--- src/rtl/regfile_pkg.sv ---
// Shared register-file constants and small decode helpers used by the
// register file and its write-back path.
package regfile_pkg;

  localparam int REG_AW   = 5;
  localparam int REG_DW   = 32;
  localparam int NREG     = 32;
  localparam int WB_DEPTH = 4;

  // One-hot decode of a register address into an NREG-wide mask.
  function automatic logic [NREG-1:0] reg_onehot(input logic [REG_AW-1:0] addr);
    logic [NREG-1:0] one;
    one = {{(NREG-1){1'b0}}, 1'b1};
    return one << addr;
  endfunction

endpackage

--- src/rtl/regfile_wb_fifo.sv ---
// Buffered long-latency results awaiting a register-file write slot.
// Each entry carries a live bit that a younger write to the same register clears.
module regfile_wb_fifo
  import regfile_pkg::*;
#(
  parameter int DEPTH = WB_DEPTH,
  parameter int AW    = REG_AW,
  parameter int DW    = REG_DW,
  parameter int PW    = (DEPTH > 1) ? $clog2(DEPTH) : 1,
  parameter int CW    = $clog2(DEPTH + 1)
) (
  input  logic                      clk,
  input  logic                      rst,
  input  logic                      flush_i,
  input  logic                      push_i,
  input  logic [AW-1:0]             push_addr_i,
  input  logic [DW-1:0]             push_data_i,
  input  logic                      pop_i,
  input  logic                      kill_i,
  input  logic [AW-1:0]             kill_addr_i,
  output logic [AW-1:0]             head_addr_o,
  output logic [DW-1:0]             head_data_o,
  output logic                      head_live_o,
  output logic [CW-1:0]             count_o,
  output logic [DEPTH-1:0]          live_o,
  output logic [DEPTH-1:0][AW-1:0]  addr_o
);

  logic [AW-1:0]    addr_q [DEPTH];
  logic [DW-1:0]    data_q [DEPTH];
  logic [DEPTH-1:0] live_q, live_d;
  logic [PW-1:0]    wr_ptr_q, wr_ptr_d;
  logic [PW-1:0]    rd_ptr_q, rd_ptr_d;
  logic [CW-1:0]    count_q, count_d;
  logic             push_s, pop_s;

  function automatic logic [PW-1:0] ptr_inc(input logic [PW-1:0] p);
    return (p == PW'(DEPTH - 1)) ? {PW{1'b0}} : p + PW'(1);
  endfunction

  assign push_s = push_i && !flush_i && (count_q != CW'(DEPTH));
  assign pop_s  = pop_i  && !flush_i && (count_q != {CW{1'b0}});

  // Next-state for pointers, occupancy and live bits; flush overrides everything.
  always_comb begin
    wr_ptr_d = wr_ptr_q;
    rd_ptr_d = rd_ptr_q;
    count_d  = count_q;
    live_d   = live_q;
    if (flush_i) begin
      wr_ptr_d = {PW{1'b0}};
      rd_ptr_d = {PW{1'b0}};
      count_d  = {CW{1'b0}};
      live_d   = {DEPTH{1'b0}};
    end else begin
      // Kill sees only entries present before this edge; a same-edge push stays live.
      for (int i = 0; i < DEPTH; i++) begin
        live_d[i] = live_q[i] & ~(kill_i && (addr_q[i] == kill_addr_i));
      end
      if (pop_s) begin
        live_d[rd_ptr_q] = 1'b0;
        rd_ptr_d         = ptr_inc(rd_ptr_q);
      end else begin
        rd_ptr_d = rd_ptr_q;
      end
      if (push_s) begin
        live_d[wr_ptr_q] = 1'b1;
        wr_ptr_d         = ptr_inc(wr_ptr_q);
      end else begin
        wr_ptr_d = wr_ptr_q;
      end
      case ({push_s, pop_s})
        2'b10:   count_d = count_q + CW'(1);
        2'b01:   count_d = count_q - CW'(1);
        default: count_d = count_q;
      endcase
    end
  end

  // Control state register.
  always_ff @(posedge clk or negedge rst) begin
    if (!rst) begin
      wr_ptr_q <= {PW{1'b0}};
      rd_ptr_q <= {PW{1'b0}};
      count_q  <= {CW{1'b0}};
      live_q   <= {DEPTH{1'b0}};
    end else begin
      wr_ptr_q <= wr_ptr_d;
      rd_ptr_q <= rd_ptr_d;
      count_q  <= count_d;
      live_q   <= live_d;
    end
  end

  // Entry storage, written at the tail on every accepted push.
  always_ff @(posedge clk or negedge rst) begin
    if (!rst) begin
      for (int i = 0; i < DEPTH; i++) begin
        addr_q[i] <= {AW{1'b0}};
        data_q[i] <= {DW{1'b0}};
      end
    end else if (push_s) begin
      addr_q[wr_ptr_q] <= push_addr_i;
      data_q[wr_ptr_q] <= push_data_i;
    end else begin
      addr_q[wr_ptr_q] <= addr_q[wr_ptr_q];
      data_q[wr_ptr_q] <= data_q[wr_ptr_q];
    end
  end

  // Flatten entry addresses for the pending decode in the parent.
  always_comb begin
    addr_o = '{default: {AW{1'b0}}};
    for (int i = 0; i < DEPTH; i++) begin
      addr_o[i] = addr_q[i];
    end
  end

  assign head_addr_o = addr_q[rd_ptr_q];
  assign head_data_o = data_q[rd_ptr_q];
  assign head_live_o = live_q[rd_ptr_q];
  assign count_o     = count_q;
  assign live_o      = live_q;

endmodule

--- src/rtl/regfile_wb_writer.sv ---
// Register-file write-back arbiter: single-cycle ALU results win the write port,
// long-latency LSU results are buffered and drained in order when the port is free.
module regfile_wb_writer
  import regfile_pkg::*;
#(
  parameter int DEPTH = WB_DEPTH,
  parameter int AW    = REG_AW,
  parameter int DW    = REG_DW,
  parameter int CW    = $clog2(DEPTH + 1)
) (
  input  logic            clk,
  input  logic            rst,
  input  logic            alu_valid,
  input  logic [AW-1:0]   alu_addr,
  input  logic [DW-1:0]   alu_data,
  input  logic            lsu_valid,
  output logic            lsu_ready,
  input  logic [AW-1:0]   lsu_addr,
  input  logic [DW-1:0]   lsu_data,
  input  logic            flush,
  output logic            write_en,
  output logic [AW-1:0]   write_addr,
  output logic [DW-1:0]   write_data,
  output logic [NREG-1:0] pending,
  output logic [CW-1:0]   count
);

  logic                     alu_accept_s;
  logic                     lsu_push_s;
  logic                     pop_s;
  logic [AW-1:0]            head_addr_s;
  logic [DW-1:0]            head_data_s;
  logic                     head_live_s;
  logic [CW-1:0]            count_s;
  logic [DEPTH-1:0]         live_s;
  logic [DEPTH-1:0][AW-1:0] entry_addr_s;
  logic [NREG-1:0]          pending_s;

  logic            write_en_q, write_en_d;
  logic [AW-1:0]   write_addr_q, write_addr_d;
  logic [DW-1:0]   write_data_q, write_data_d;

  assign alu_accept_s = alu_valid && (alu_addr != {AW{1'b0}});
  assign lsu_ready    = (count_s < CW'(DEPTH));
  // Zero-address LSU results complete the handshake but are never stored.
  assign lsu_push_s   = lsu_valid && lsu_ready && (lsu_addr != {AW{1'b0}});
  assign pop_s        = !alu_accept_s && (count_s != {CW{1'b0}});

  regfile_wb_fifo #(
    .DEPTH (DEPTH),
    .AW    (AW),
    .DW    (DW)
  ) u_fifo (
    .clk         (clk),
    .rst         (rst),
    .flush_i     (flush),
    .push_i      (lsu_push_s),
    .push_addr_i (lsu_addr),
    .push_data_i (lsu_data),
    .pop_i       (pop_s),
    .kill_i      (alu_accept_s),
    .kill_addr_i (alu_addr),
    .head_addr_o (head_addr_s),
    .head_data_o (head_data_s),
    .head_live_o (head_live_s),
    .count_o     (count_s),
    .live_o      (live_s),
    .addr_o      (entry_addr_s)
  );

  // Write-port selection: ALU first, then a live queue head; killed heads issue nothing.
  always_comb begin
    write_en_d   = 1'b0;
    write_addr_d = write_addr_q;
    write_data_d = write_data_q;
    if (alu_accept_s) begin
      write_en_d   = 1'b1;
      write_addr_d = alu_addr;
      write_data_d = alu_data;
    end else if (pop_s && !flush && head_live_s) begin
      write_en_d   = 1'b1;
      write_addr_d = head_addr_s;
      write_data_d = head_data_s;
    end else begin
      write_en_d = 1'b0;
    end
  end

  // Registered register-file write port.
  always_ff @(posedge clk or negedge rst) begin
    if (!rst) begin
      write_en_q   <= 1'b0;
      write_addr_q <= {AW{1'b0}};
      write_data_q <= {DW{1'b0}};
    end else begin
      write_en_q   <= write_en_d;
      write_addr_q <= write_addr_d;
      write_data_q <= write_data_d;
    end
  end

  // Pending mask of registers with a live queued result; r0 is never pending.
  always_comb begin
    pending_s = {NREG{1'b0}};
    for (int i = 0; i < DEPTH; i++) begin
      pending_s = pending_s | (reg_onehot(entry_addr_s[i]) & {NREG{live_s[i]}});
    end
    pending_s[0] = 1'b0;
  end

  assign write_en   = write_en_q;
  assign write_addr = write_addr_q;
  assign write_data = write_data_q;
  assign pending    = pending_s;
  assign count      = count_s;

endmodule

--- config.mk ---
export PLATFORM = sky130hd
export DESIGN_NAME = regfile_wb_writer
export DESIGN_NICKNAME = d
export VERILOG_FILES = /design/src/rtl/regfile_pkg.sv /design/src/rtl/regfile_wb_fifo.sv /design/src/rtl/regfile_wb_writer.sv
export SDC_FILE = /design/constraint.sdc
export NUM_CORES = 1
export LEC_CHECK = 0
export CAP_MARGIN = 0
export CORE_ASPECT_RATIO = 1.2
export CORE_UTILIZATION = 35
export DETAILED_ROUTE_END_ITERATION = 12
export SETUP_SLACK_MARGIN = 0.4
export SYNTH_ARGS = -nofsm -noshare
export SYNTH_HDL_FRONTEND = slang
export SYNTH_SLANG_ARGS = --single-unit
export TNS_END_PERCENT = 10
--- constraint.sdc ---
create_clock -name clk -period 6.5 [get_ports clk]
set_input_delay 1.625 -clock clk [delete_from_list [all_inputs] [get_ports clk]]
set_output_delay 1.625 -clock clk [all_outputs]
set_load 0.05 [all_outputs]
Word level (Yosys, flattened, before mapping)
Index checks and enable logic that the tools add are counted.
{ "op_classes": {"add_sub_neg": 4, "mul": 0, "div_mod_pow": 0, "n_lt_le_gt_ge": 8, "eq_ne": 9, "shift": 4, "n_mux": 46, "n_bitwise": 20, "reduce_logical": 25} }
{ "ops": {"columns": ["operator", "count"], "rows": [
  ["$bwmux 128", 2],
  ["$mux 32", 7],
  ["$and 32x32->32", 4],
  ["$bmux 32 s2", 2],
  ["$mux 128", 1],
  ["$shl 1x5->32 const A", 4],
  ["$or 32x32->32", 3],
  ["$demux 32 s2", 1],
  ["$bwmux 20", 2],
  ["$mux 5", 7],
  ["$bmux 5 s2", 2],
  ["$eq 5x5->1", 4],
  ["$mux 20", 1],
  ["$logic_and 1x1->1", 16],
  ["$mux 4", 4],
  ["$mux 2", 6],
  ["$demux 5 s2", 1],
  ["$reduce_bool 5->1", 2],
  ["$eq 2x2->1 const B", 3],
  ["$ge 3x3->1 const B", 2],
  ["$lt 2x3->1 const B", 2],
  ["$not 2->3", 2],
  ["$pmux 3 s2", 1],
  ["$reduce_bool 2->1", 3],
  ["19 further kinds", 34]
]} }
{ "totals": {"ff_bits": 197, "latchBits": 0, "mem_bits_rw": 0, "mem_bits_ro": 0, "in_bits": 79, "memories": 0} }

Logic depth before layout (Yosys ltp)
{ "logic_depth": {"depth_word": 11, "depth_mapped": 9, "ltp_nobuf": 7} }

Cells and area by module
Synthesis repeated with hierarchy kept, for this count alone.
{ "unflattened": {"cells_unflattened": 1157, "area_unflattened_um2": 12209.2} }
{ "by_module_without_submodules": {"columns": ["mod", "instances", "cells_per_inst", "area_each_um2"], "rows": [
  ["regfile_wb_fifo", 1, 780, 8816.0],
  ["regfile_wb_writer", 1, 377, 3393.3]
]} }

Least setup slack after synthesis
No wires, ideal clock.
{ "synth_timing": {"path_kind": "in2reg", "startpoint": "input flush", "endpoint": "register u_fifo.count_q[2], in the netlist u_fifo.count_o[2]", "setup_ps": 82, "arrival_ps": 3699, "setup_slack_ps": 2719, "cell_stages": 9, "path_buffers": 2, "path_cell_list": "clkbuf_1 inv_1 and3_1 o21a_1 clkbuf_1 nor2_1 fa_1 or4_1 a31oi_1"} }
{ "synth_between": {"elab_chain_cells": 6} }
{ "synth_rtl": {"columns": ["item", "line", "rtl"], "rows": [
  ["from (decl)", "regfile_wb_writer.sv:20", "input logic flush,"],
  ["$logic_not 1->1", "regfile_wb_fifo.sv:41, regfile_wb_fifo.sv:42", null],
  ["$logic_and 1x1->1, on equally long branches (2 in a row)", "regfile_wb_fifo.sv:42, regfile_wb_fifo.sv:41", null],
  ["$eq 2x1->1 / $eq 2x2->1 (equally long branches)", "regfile_wb_fifo.sv:72", "case ({push_s, pop_s})"],
  ["$pmux 3 s2", "regfile_wb_fifo.sv:72", null],
  ["$mux 3", "regfile_wb_fifo.sv:50", "if (flush_i) begin"],
  ["to (signal assigned)", "regfile_wb_fifo.sv:85", "count_q <= {CW{1'b0}};"],
  ["to (signal assigned)", "regfile_wb_fifo.sv:90", "count_q <= count_d;"],
  ["to (decl)", "regfile_wb_fifo.sv:34", "logic [CW-1:0] count_q, count_d;"]
]} }
Parallel ways exist; a longest one is shown, timed or not.
A chain may end at the register's enable or synchronous reset.

Worst setup path in the final report
{ "layout_timing": {"startpoint": "register u_fifo.addr_q (netlist bit u_fifo.addr_o[9])", "endpoint": "output pending[4]"} }
{ "layout_between": {"elab_chain_cells": 5} }
{ "layout_rtl": {"columns": ["item", "line", "rtl"], "rows": [
  ["from (decl)", "regfile_wb_fifo.sv:29", "logic [AW-1:0] addr_q [DEPTH];"],
  ["from (signal, indexed assignment)", "regfile_wb_fifo.sv:99", "addr_q[i] <= {AW{1'b0}};"],
  ["from (signal, indexed assignment)", "regfile_wb_fifo.sv:103", "addr_q[wr_ptr_q] <= push_addr_i;"],
  ["from (signal, indexed assignment)", "regfile_wb_fifo.sv:106", "addr_q[wr_ptr_q] <= addr_q[wr_ptr_q];"],
  ["$shl 1x5->32", "regfile_pkg.sv:14", "return one << addr;"],
  ["$and 32x32->32", "regfile_wb_writer.sv:106", "pending_s = pending_s | (reg_onehot(entry_addr_s[i]) & {NREG{live_s[i]}});"],
  ["$or 32x32->32 (3 in a row)", "regfile_wb_writer.sv:106", null],
  ["to (decl)", "regfile_wb_writer.sv:24", "output logic [NREG-1:0] pending,"]
]} }
No other way between the ends.

==> out/summary.md <==
- **run status** finished, final reports clean
- **Vias/cell** 5.695
- **clock slew at reported path FFs** 0.07 ns
- **relative slew slack** 25.44%
- **root buffer cell** sky130_fd_sc_hd__clkbuf_16
- **TritonCTS clock tree** yes
- **antenna violations before repair** 1
- **Mapped Nets** 1142
- **placed instance count** 1513
- **Setup violations, final** 0
- **FF-to-FF Start** u_fifo.wr_ptr_q[0]
- **floorplan die height** 196.1 um
- **quantity of gates resized following cts** 0
- **vias in the first global route** 8839
- **1st-pass router iterations** 7
- **number of distinct library cell variants in the gate-level netlist after synthesis** 44
- **most frequent cell after synthesis** sky130_fd_sc_hd__nor2_1
- **origin of the worst min-delay path** write_data[5]
- **reg2reg path depth** 6
- **Total Die Area** 32110 sq um
- **Seq/Total Area, Yosys** 44.86%
- **max-cap violation count** 0
- **number of design rule violations left after detail routing** 0
- **mean routed wirelength per cell** 20.12 um
- **RSZ-0062 raised after global routing** no
- **Synthesis Warnings** 0
- **share of the synthesized area in the top cell type** 44.86%
- **total routed wirelength** 31.11 mm
- **reg2reg end** u_fifo.live_o[0]
- **DR iter-0 viols** 915
- **Initial Utilization** 35.85%
- **proportion of layout cells with a drive suffix above 1** 12.27%
- **slew of the pin with the lowest slew margin** 1.116 ns
- **most used standard cells in the synthesized netlist** 210 x sky130_fd_sc_hd__nor2_1, 197 x sky130_fd_sc_hd__dfrtp_1, 190 x sky130_fd_sc_hd__a21oi_1
- **min Tclk post-route** 4.683 ns
- **total track usage** 20.11%
- **GP Congestion** 0.9024
- **# nets final** 1224
- **HPWL reported at the end of detailed placement** 19.82 mm
- **maximum fanout along the worst path** 8
- **post-synthesis cell type with the largest combined area** sky130_fd_sc_hd__dfrtp_1
- **maximum number of pins on one net before global-route repair** 103
- **gate count after technology mapping** 1054
- **final critical-path share of the clock period** 72.05%
- **insertion delay to the later sink of the worst-skew pair** 0.45 ns
- **data arrival time of the critical path** 3.06 ns
- **ranking of synthesized cells by area** sky130_fd_sc_hd__dfrtp_1 45%, sky130_fd_sc_hd__mux4_2 15%, sky130_fd_sc_hd__a21oi_1 8.7%, sky130_fd_sc_hd__nor2_1 7.2%, sky130_fd_sc_hd__mux2i_1 6.6%
- **average cell area after synthesis** 10.43 sq um
- **post-synthesis register bit count** 197
- **Final Non-Filler Cells** 1546
- **reported leakage power** 5.003 nW
- **floorplan row count** 70
- **IR Drop Worst-Case VDD** 0.1415 mV
- **Max clock buf depth** 2
- **total power** 0.005461 W
- **aggregate global routing overflow** 0
- **endpoint with the worst hold slack** write_data[5]
- **number of endpoints with negative hold slack in the final report** 0
- **power density cells** 410.6 nW/um^2
- **number of post-CTS setup repair buffers** 0
- **post-synthesis cell area** 10990 sq um
- **H-tree levels** 4
- **antenna violation net count after detailed routing** 0
- **Post-synth top flop** sky130_fd_sc_hd__dfrtp_1
- **Core Region** 30650 sq um
- **number of sinks on the clock net** 197
- **kind of end point of the critical path** output pin
- **hold buffer count at CTS** 0
- **share of flip-flops with an asynchronous set or reset** 100.0%
- **clock skew after layout** 0.01046 ns
- **number of synthesized flops with an enable pin** 0
- **required time of the worst setup path** 4.88 ns
- **max-slew violations** 0
- **Setup Total Neg Slack** 0 ns
- **number of buffers inserted during clock tree synthesis** 17
- **Port Buffer Count** 151
- **class of the most critical hold timing path** register to register
- **startpoint-to-endpoint class of the critical path** register to output pin
- **detailed-route via count** 8804
- **launching element type of the critical path** register
- **hold depth** 2
- **Core Util, Final** 43.39%
- **area delta synth->final** 21.04%
- **first-pass GRT wire length** 49.34 mm
- **worst-case register-to-register setup slack** 3.64 ns
- **Fmax achieved** 213.5 MHz
- **I/O pin total** 153
- **horizontal die dimension** 163.8 um
==> cell families after synthesis <==
| group | after synthesis | share of synthesized area, % |
|---|---|---|
| multiplexers | 147 | 21.93 |
| other | 1 | 0.03412 |
| AO/OA/AOI/OAI | 263 | 14.04 |
| XOR/XNOR | 23 | 1.833 |
| buffers and inverters | 108 | 3.962 |
| AND/OR/NAND/NOR | 306 | 12.25 |
| adder cells (fa/ha/maj) | 9 | 1.093 |
| flip-flops | 197 | 44.86 |
==> worst max-delay path by stage <==
stage | start | cells past startpoint | to | slack, ns
CTS | u_fifo.addr_o[19] | 5 | pending[16] | 1.90
global placement | flush | 8 | u_fifo.count_o[2] | 1.74
detailed placement | flush | 8 | u_fifo.count_o[2] | 1.74
global route | u_fifo.addr_o[9] | 4 | pending[1] | 1.66
floorplan | flush | 9 | u_fifo.count_o[2] | 2.72
finish | u_fifo.addr_o[9] | 4 | pending[4] | 1.82
==> stage by stage <==
stage / worst slack, ns / instance area, sq um / hold WS (ns)
2_1_floorplan: 2.719 / 10990 / 0.5000
3_3_place_gp: 1.738 / 12740 / 0.5168
3_5_place_dp: 1.737 / 12740 / 0.5200
4_1_cts: 1.901 / 13300 / 0.5368
5_1_grt: 1.661 / 13300 / 0.5562
6_report: 1.817 / 13300 / 0.5303
==> layer usage <==
layer	global-route usage, %	share of wire [%]
met5	0	0
met4	7.339	2.9
met3	3.742	5.9
met2	33.47	49
met1	25.96	43
==> worst max-delay path, stage by stage (launching register included) <==
cell,delay (ns)
sky130_fd_sc_hd__dfrtp_1,0.49
sky130_fd_sc_hd__nor3b_1,0.93
sky130_fd_sc_hd__a22oi_1,0.21
sky130_fd_sc_hd__o221ai_1,0.13
sky130_fd_sc_hd__clkdlybuf4s50_1,0.85
==> placed cells by master (no fill, tap or decap), types with 4 or more instances in the layout <==
cell type	netlist	final
sky130_fd_sc_hd__o22ai_1	6	6
sky130_fd_sc_hd__o211ai_1	5	5
sky130_fd_sc_hd__buf_4	2	10
sky130_fd_sc_hd__mux4_2	75	75
sky130_fd_sc_hd__xor2_1	8	8
sky130_fd_sc_hd__dfrtp_2	0	4
sky130_fd_sc_hd__a22oi_1	11	11
sky130_fd_sc_hd__nand3_1	20	20
sky130_fd_sc_hd__or4_1	8	8
sky130_fd_sc_hd__nor2_1	210	210
sky130_fd_sc_hd__nand2_1	23	22
sky130_fd_sc_hd__mux2i_1	72	72
sky130_fd_sc_hd__nor3_1	7	7
sky130_fd_sc_hd__inv_1	8	8
sky130_fd_sc_hd__o21ai_0	7	7
sky130_fd_sc_hd__clkbuf_16	0	17
sky130_fd_sc_hd__ha_2	0	4
sky130_fd_sc_hd__nor3b_1	7	7
sky130_fd_sc_hd__clkinv_4	0	5
sky130_fd_sc_hd__a221o_1	11	11
sky130_fd_sc_hd__a21oi_1	190	190
sky130_fd_sc_hd__ha_1	8	4
sky130_fd_sc_hd__a32oi_1	6	6
sky130_fd_sc_hd__inv_6	0	5
sky130_fd_sc_hd__clkdlybuf4s50_1	0	150
sky130_fd_sc_hd__nand3b_1	10	10
sky130_fd_sc_hd__dfrtp_1	197	193
sky130_fd_sc_hd__and3_1	7	7
sky130_fd_sc_hd__or3b_2	5	5
sky130_fd_sc_hd__o221ai_1	16	16
sky130_fd_sc_hd__xnor2_1	15	15
==> state kept, by name, indices dropped and copies added (netlist names) <==
register         flops
u_fifo.addr_o       20
u_fifo.count_o       3
u_fifo.data_q      128
u_fifo.live_o        4
u_fifo.rd_ptr_q      2
u_fifo.wr_ptr_q      2
write_addr           5
write_data          32
write_en             1
==> area by class of cell <==
cell class                      count  area (sq um)
Fill cell                        2882         17350
Multi-Input combinational cell    749          5648
Sequential cell                   197          4935
Timing Repair Buffer              163          1630
Tap cell                          396         495.5
Clock buffer                       18         439.2
Clock inverter                     14         121.4
Inverter                            8         30.03
Antenna cell                        1         2.502
==> report_power, final <==
group | internal (W) | switching (W) | leakage [nW] | total (W)
sequential | 0.00173 | 0.000572 | 2.08 | 0.00230
clock | 0.000512 | 0.000509 | 0.266 | 0.00102
combinational | 0.000997 | 0.00114 | 2.65 | 0.00214
total | 0.00324 | 0.00222 | 5.00 | 0.00546
No activity file was read; power rests on OpenSTA's default activity.
